**src/rtl/frame_word_packer.sv**
```systemverilog
// Hunts for a two-byte header in a UART byte stream, buffers NWORDS big-endian words and replays them.
// Optional feature: define CHECKSUM_EN to require a trailing sum-mod-256 byte before the frame is replayed.
module frame_word_packer #(
   parameter int          NWORDS  = 6,
   parameter logic [7:0]  HDR0    = 8'hA5,
   parameter logic [7:0]  HDR1    = 8'h5A,
   parameter int          TIMEOUT = 100000
) (
   input  logic        clk,
   input  logic        rst,
   input  logic [7:0]  rx_data,
   input  logic        rx_valid,
   output logic [15:0] data_out,
   output logic        pi_flag,
   output logic        frame_ok,
   output logic        frame_err,
   output logic        busy
);

   localparam int NBYTES = 2 * NWORDS;
   localparam int BW     = $clog2(NBYTES + 1);
   localparam int WW     = $clog2(NWORDS + 1);
   localparam int TW     = $clog2(TIMEOUT);

`ifdef CHECKSUM_EN
   typedef enum logic [2:0] {IDLE, H1, PAY, CSUM, EMIT} state_t;
`else
   typedef enum logic [2:0] {IDLE, H1, PAY, EMIT} state_t;
`endif

   state_t          state_q;
   logic [BW-1:0]   byteCnt_q;
   logic [WW-1:0]   wordIdx_q;
   logic [TW-1:0]   tout_q;
   logic [TW-1:0]   tout_d;
   logic [15:0]     wordBuf_q [NWORDS];
   logic [15:0]     dataOut_q;
   logic            piFlag_q;
   logic            frameOk_q;
   logic            frameErr_q;
   logic            inFrame;
   logic            toutFire;
   logic [BW-2:0]   wordSel;
`ifdef CHECKSUM_EN
   logic [7:0]      sum_q;
`endif

   // Timeout counter saturates at TIMEOUT-1; the abort fires on the edge that would make it reach that value.
   always_comb begin
      tout_d   = (tout_q == TW'(TIMEOUT - 1)) ? tout_q : tout_q + 1'b1;
      toutFire = (tout_q == TW'(TIMEOUT - 2));
      wordSel  = byteCnt_q[BW-1:1];
`ifdef CHECKSUM_EN
      inFrame  = (state_q == H1) || (state_q == PAY) || (state_q == CSUM);
`else
      inFrame  = (state_q == H1) || (state_q == PAY);
`endif
   end

   always_ff @(posedge clk) begin
      if (rst) begin
         state_q    <= IDLE;
         byteCnt_q  <= '0;
         wordIdx_q  <= '0;
         tout_q     <= '0;
         dataOut_q  <= '0;
         piFlag_q   <= 1'b0;
         frameOk_q  <= 1'b0;
         frameErr_q <= 1'b0;
`ifdef CHECKSUM_EN
         sum_q      <= '0;
`endif
         for (int i = 0; i < NWORDS; i++) begin
            wordBuf_q[i] <= '0;
         end
      end else begin
         piFlag_q   <= 1'b0;
         frameOk_q  <= 1'b0;
         frameErr_q <= 1'b0;

         case (state_q)
            IDLE: begin
               if (rx_valid && rx_data == HDR0) begin
                  state_q <= H1;
               end
            end
            H1: begin
               if (rx_valid) begin
                  if (rx_data == HDR1) begin
                     state_q   <= PAY;
                     byteCnt_q <= '0;
`ifdef CHECKSUM_EN
                     sum_q     <= '0;
`endif
                  end else if (rx_data != HDR0) begin
                     state_q <= IDLE;
                  end
               end
            end
            PAY: begin
               if (rx_valid) begin
                  if (byteCnt_q[0] == 1'b0) begin
                     wordBuf_q[wordSel][15:8] <= rx_data;
                  end else begin
                     wordBuf_q[wordSel][7:0] <= rx_data;
                  end
`ifdef CHECKSUM_EN
                  sum_q <= sum_q + rx_data;
`endif
                  if (byteCnt_q == BW'(NBYTES - 1)) begin
                     byteCnt_q <= '0;
                     wordIdx_q <= '0;
`ifdef CHECKSUM_EN
                     state_q   <= CSUM;
`else
                     state_q   <= EMIT;
`endif
                  end else begin
                     byteCnt_q <= byteCnt_q + 1'b1;
                  end
               end
            end
`ifdef CHECKSUM_EN
            CSUM: begin
               if (rx_valid) begin
                  if (rx_data == sum_q) begin
                     state_q   <= EMIT;
                     wordIdx_q <= '0;
                  end else begin
                     frameErr_q <= 1'b1;
                     state_q    <= IDLE;
                  end
               end
            end
`endif
            // Bytes arriving during replay are dropped; the store sees one word per cycle.
            EMIT: begin
               if (wordIdx_q == WW'(NWORDS)) begin
                  frameOk_q <= 1'b1;
                  wordIdx_q <= '0;
                  state_q   <= IDLE;
               end else begin
                  piFlag_q  <= 1'b1;
                  dataOut_q <= wordBuf_q[wordIdx_q];
                  wordIdx_q <= wordIdx_q + 1'b1;
               end
            end
            default: state_q <= IDLE;
         endcase

         // A byte arriving on the expiry cycle wins over the abort.
         if (inFrame && !rx_valid) begin
            if (toutFire) begin
               frameErr_q <= 1'b1;
               state_q    <= IDLE;
               tout_q     <= '0;
            end else begin
               tout_q <= tout_d;
            end
         end else begin
            tout_q <= '0;
         end
      end
   end

   assign data_out  = dataOut_q;
   assign pi_flag   = piFlag_q;
   assign frame_ok  = frameOk_q;
   assign frame_err = frameErr_q;
   assign busy      = (state_q != IDLE);

endmodule

```
**config.mk**
```make
export PLATFORM = sky130hd
export DESIGN_NAME = frame_word_packer
export DESIGN_NICKNAME = d
export VERILOG_FILES = /design/src/rtl/frame_word_packer.sv
export SDC_FILE = /design/constraint.sdc
export NUM_CORES = 1
export LEC_CHECK = 0
export ABC_AREA = 1
export BUFFER_PORTS_ARGS = -buffer_cell sky130_fd_sc_hd__buf_2
export CORE_MARGIN = 4
export CORE_UTILIZATION = 54
export DETAILED_ROUTE_END_ITERATION = 10
export PLACE_DENSITY = 0.73
export SYNTH_ARGS = -nofsm -noshare
export SYNTH_HDL_FRONTEND = slang
export SYNTH_SLANG_ARGS = --single-unit
export TNS_END_PERCENT = 30
```
**constraint.sdc**
```tcl
create_clock -name clk -period 2.65 [get_ports clk]
set_input_delay 0.1325 -clock clk [delete_from_list [all_inputs] [get_ports clk]]
set_output_delay 0.1325 -clock clk [all_outputs]
set_load 0.01 [all_outputs]
```
==> results.toml <==
[timing]
finalHoldViolCount = 0
slew_viol_final = 0
tightest_slew_ps = 776
finClkSkew_ps = 10.8
final.setup.tns_ps = 0
setup_violations = 0
slew_headroom_pct = 48.1
rsz0062_at_grt = "false"
fmax_ghz = 0.485
period_share_pct = 77.8
min_period_ps = 2060

[power_and_ir_drop]
leakage_uw = 0.00365
vdd_drop_max_v = 0.000434
p_per_area_nw_per_um2 = 625

[routing]
drt-total-wl_um = 19500
wl_per_cell_um = 17.1
postRouteAntennaNets = 0
avgViaCountPerCell = 5.41
num_vias = 6188
drt_first_pass_iters = 5
drcViolationCount = 0
drtIter0Drc = 623

[placed_design]
placed_area_sq_um = 8460
routabilityCongestion = 0.874
hpwl_um = 13400
io_buffers = 30

[setup_path]
worstSetupEndpointType = "register"
startpoint = "state_q[2]$_SDFF_PP0_"
crit_arrival_ps = 2120
crit_fanout = 8
r2r_slack_ps = 590
reg2reg_to = "wordBuf_q[5][2]$_DFFE_PP_"
cp-endpoint = "wordBuf_q[5][2]$_DFFE_PP_"
ff2ff_path_depth = 7
critPathKind = "reg -> reg"
worstPathRequired_ps = 2710
setup.worst_path.start_class = "register"
timing.rr.start = "state_q[2]$_SDFF_PP0_"

[cts]
cts.root.buffer_cell = "clkbuf_16"
cts_buffers = 17
cts_buffer_depth = 2
hold_buffers = 0
post_cts_resized = 0
clkLatencyLatePin_ps = 430
cts_setup_buffers = 0
cts_tree = "done"
cts.sinks = 174
cts.clk_slew.worst_paths_ps = 70
htree_levels = 4

[floorplanning]
coreArea_sq_um = 14600
pin_count = 31
die_w_um = 131
placementRows = 44
die_y_um = 131
start_util_pct = 55.6
dieArea_sq_um = 17100

[flow_run]
drv_cap = 0

[logic_synthesis]
synth-edff-count = 128
yosysTopAreaCell = "edfxtp_1"
synth-seq-area-share_pct = 58.5
async_flop_share_pct = 0
netlist_top_cells_area = "edfxtp_1, dfxtp_1, nand2_1"
ys_warn_count = 0
synthMostInstantiatedCell = "nand2_1"
synthTopCellsByCount = "nand2_1, nor2_1, inv_1"
synth_cell_type_count = 37
syn_nets = 930
synth-seq-cells = 174
syn_area_sq_um = 8140
synth_area_per_cell_sq_um = 8.89
ys.flop_type = "edfxtp_1"
syn_inst = 916
yosys.area.top_type_share_pct = 47.2

[grt]
grt_antenna_before_repair = 0
grt_overflow = 0
first_global_vias = 5650
grt_max_degree = 30
grt_pass1_wl_um = 30200
grt_use_total_pct = 23.8

[layout]
seqCellArea_sq_um = 4760
synthToLayoutAreaGrowth_pct = 11.4
fill_cells = 1214
post_route_cells_drive_above_1_share_pct = 12.6
design_area_sq_um = 9070
final_net_count = 961
multi_input_area_sq_um = 2680
antenna_cells = 0

[status]
status = "finished clean"

[min_path]
hold_path_class = "in -> reg"
-- worst min path at each step --
stage,start,end,slack [ps],depth (start not counted)
final,rx_valid,state_q[0]$_SDFF_PP0_,80,4
after global routing,rx_valid,frame_err$_SDFF_PP0_,110,4
after CTS,rx_valid,state_q[0]$_SDFF_PP0_,70,4
after detailed placement,data_out[4]$_SDFFE_PP0P_,data_out[4]$_SDFFE_PP0P_,450,2
after global placement,tout_q[11]$_SDFFE_PP0P_,tout_q[11]$_SDFFE_PP0P_,450,2
after floorplan,rx_valid,frame_err$_SDFF_PP0_,330,3
-- where the power goes --
part	internal [uW]	switching (uW)
logic	33.1	95.2
registers	2960	17.0
clock network	1520	1050
-- per-stage QoR --
stage	setup slack, ps	utilization, %	power (uW)	instances	hold slack [ps]
2_1_floorplan	804	-	3110	916	330
3_3_place_gp	655	57.8	3150	1112	450
3_5_place_dp	609	57.8	3160	1112	454
4_1_cts	590	61.9	5680	1144	69.8
5_1_grt	396	61.9	5810	1144	110
6_report	589	61.9	5670	1144	82.9
-- final cells by class --
class                      count  area share, %
timing repair buffer          43           2.73
clock buffer                  20           4.93
inverter                     144           5.96
sequential                   174           52.5
clock inverter                12           1.77
multi-input combinational    567           29.5
tap                          184           2.54
-- layout by cell type, fill, tap and decap left out, types with 4 or more instances in the layout --
cell | Yosys | layout
a21oi_1 | 38 | 38
buf_2 | 14 | 30
buf_4 | 3 | 13
clkbuf_16 | 0 | 17
dfxtp_1 | 46 | 46
edfxtp_1 | 128 | 128
inv_1 | 130 | 130
inv_2 | 11 | 11
nand2_1 | 203 | 203
nand2_2 | 4 | 4
nand3_1 | 93 | 93
nand4_1 | 18 | 18
nand4_2 | 8 | 8
nor2_1 | 141 | 141
nor2_2 | 8 | 8
nor3_1 | 6 | 6
o21ai_0 | 16 | 16
or2_2 | 5 | 5
xor2_1 | 4 | 4
-- cell families (layout without fill, tap and decap cells) --
group                    after synthesis  in the layout  share of synthesized area [%]
AO/OA/AOI/OAI                         57             57                           3.60
buffers and inverters                175            219                           8.60
AND/OR/NAND/NOR                      499            499                           28.0
XOR/XNOR                               7              7                          0.753
other                                  1              1                         0.0460
flip-flops                           174            174                           58.5
adder cells (fa/ha/maj)                3              3                          0.461
-- critical path, cell delays in order (launching register included) --
cell and delay [ps]:
dfxtp_1 340, nor2_4 140, nand2_4 90, nor2_4 130, nand2_1 80, nand2_2 180
inv_1 100, nor2_1 620
-- state kept, by name, indices dropped and copies added, names as in the netlist --
register / cells
byteCnt_q: 4
wordIdx_q: 3
pi_flag: 1
data_out: 16
tout_q: 17
frame_ok: 1
frame_err: 1
state_q: 3
wordBuf_q: 128
-- layer usage --
metal  part of all wire (%)  vias to the layer above  track usage [%]
li1                       -                     3016                -
met1                     43                     2874             32.1
met2                     46                      253             36.7
met3                    7.9                       45             6.87
met4                    2.6                        0             9.01
met5                      0                        -                0
(Power assumes the default switching activity.)
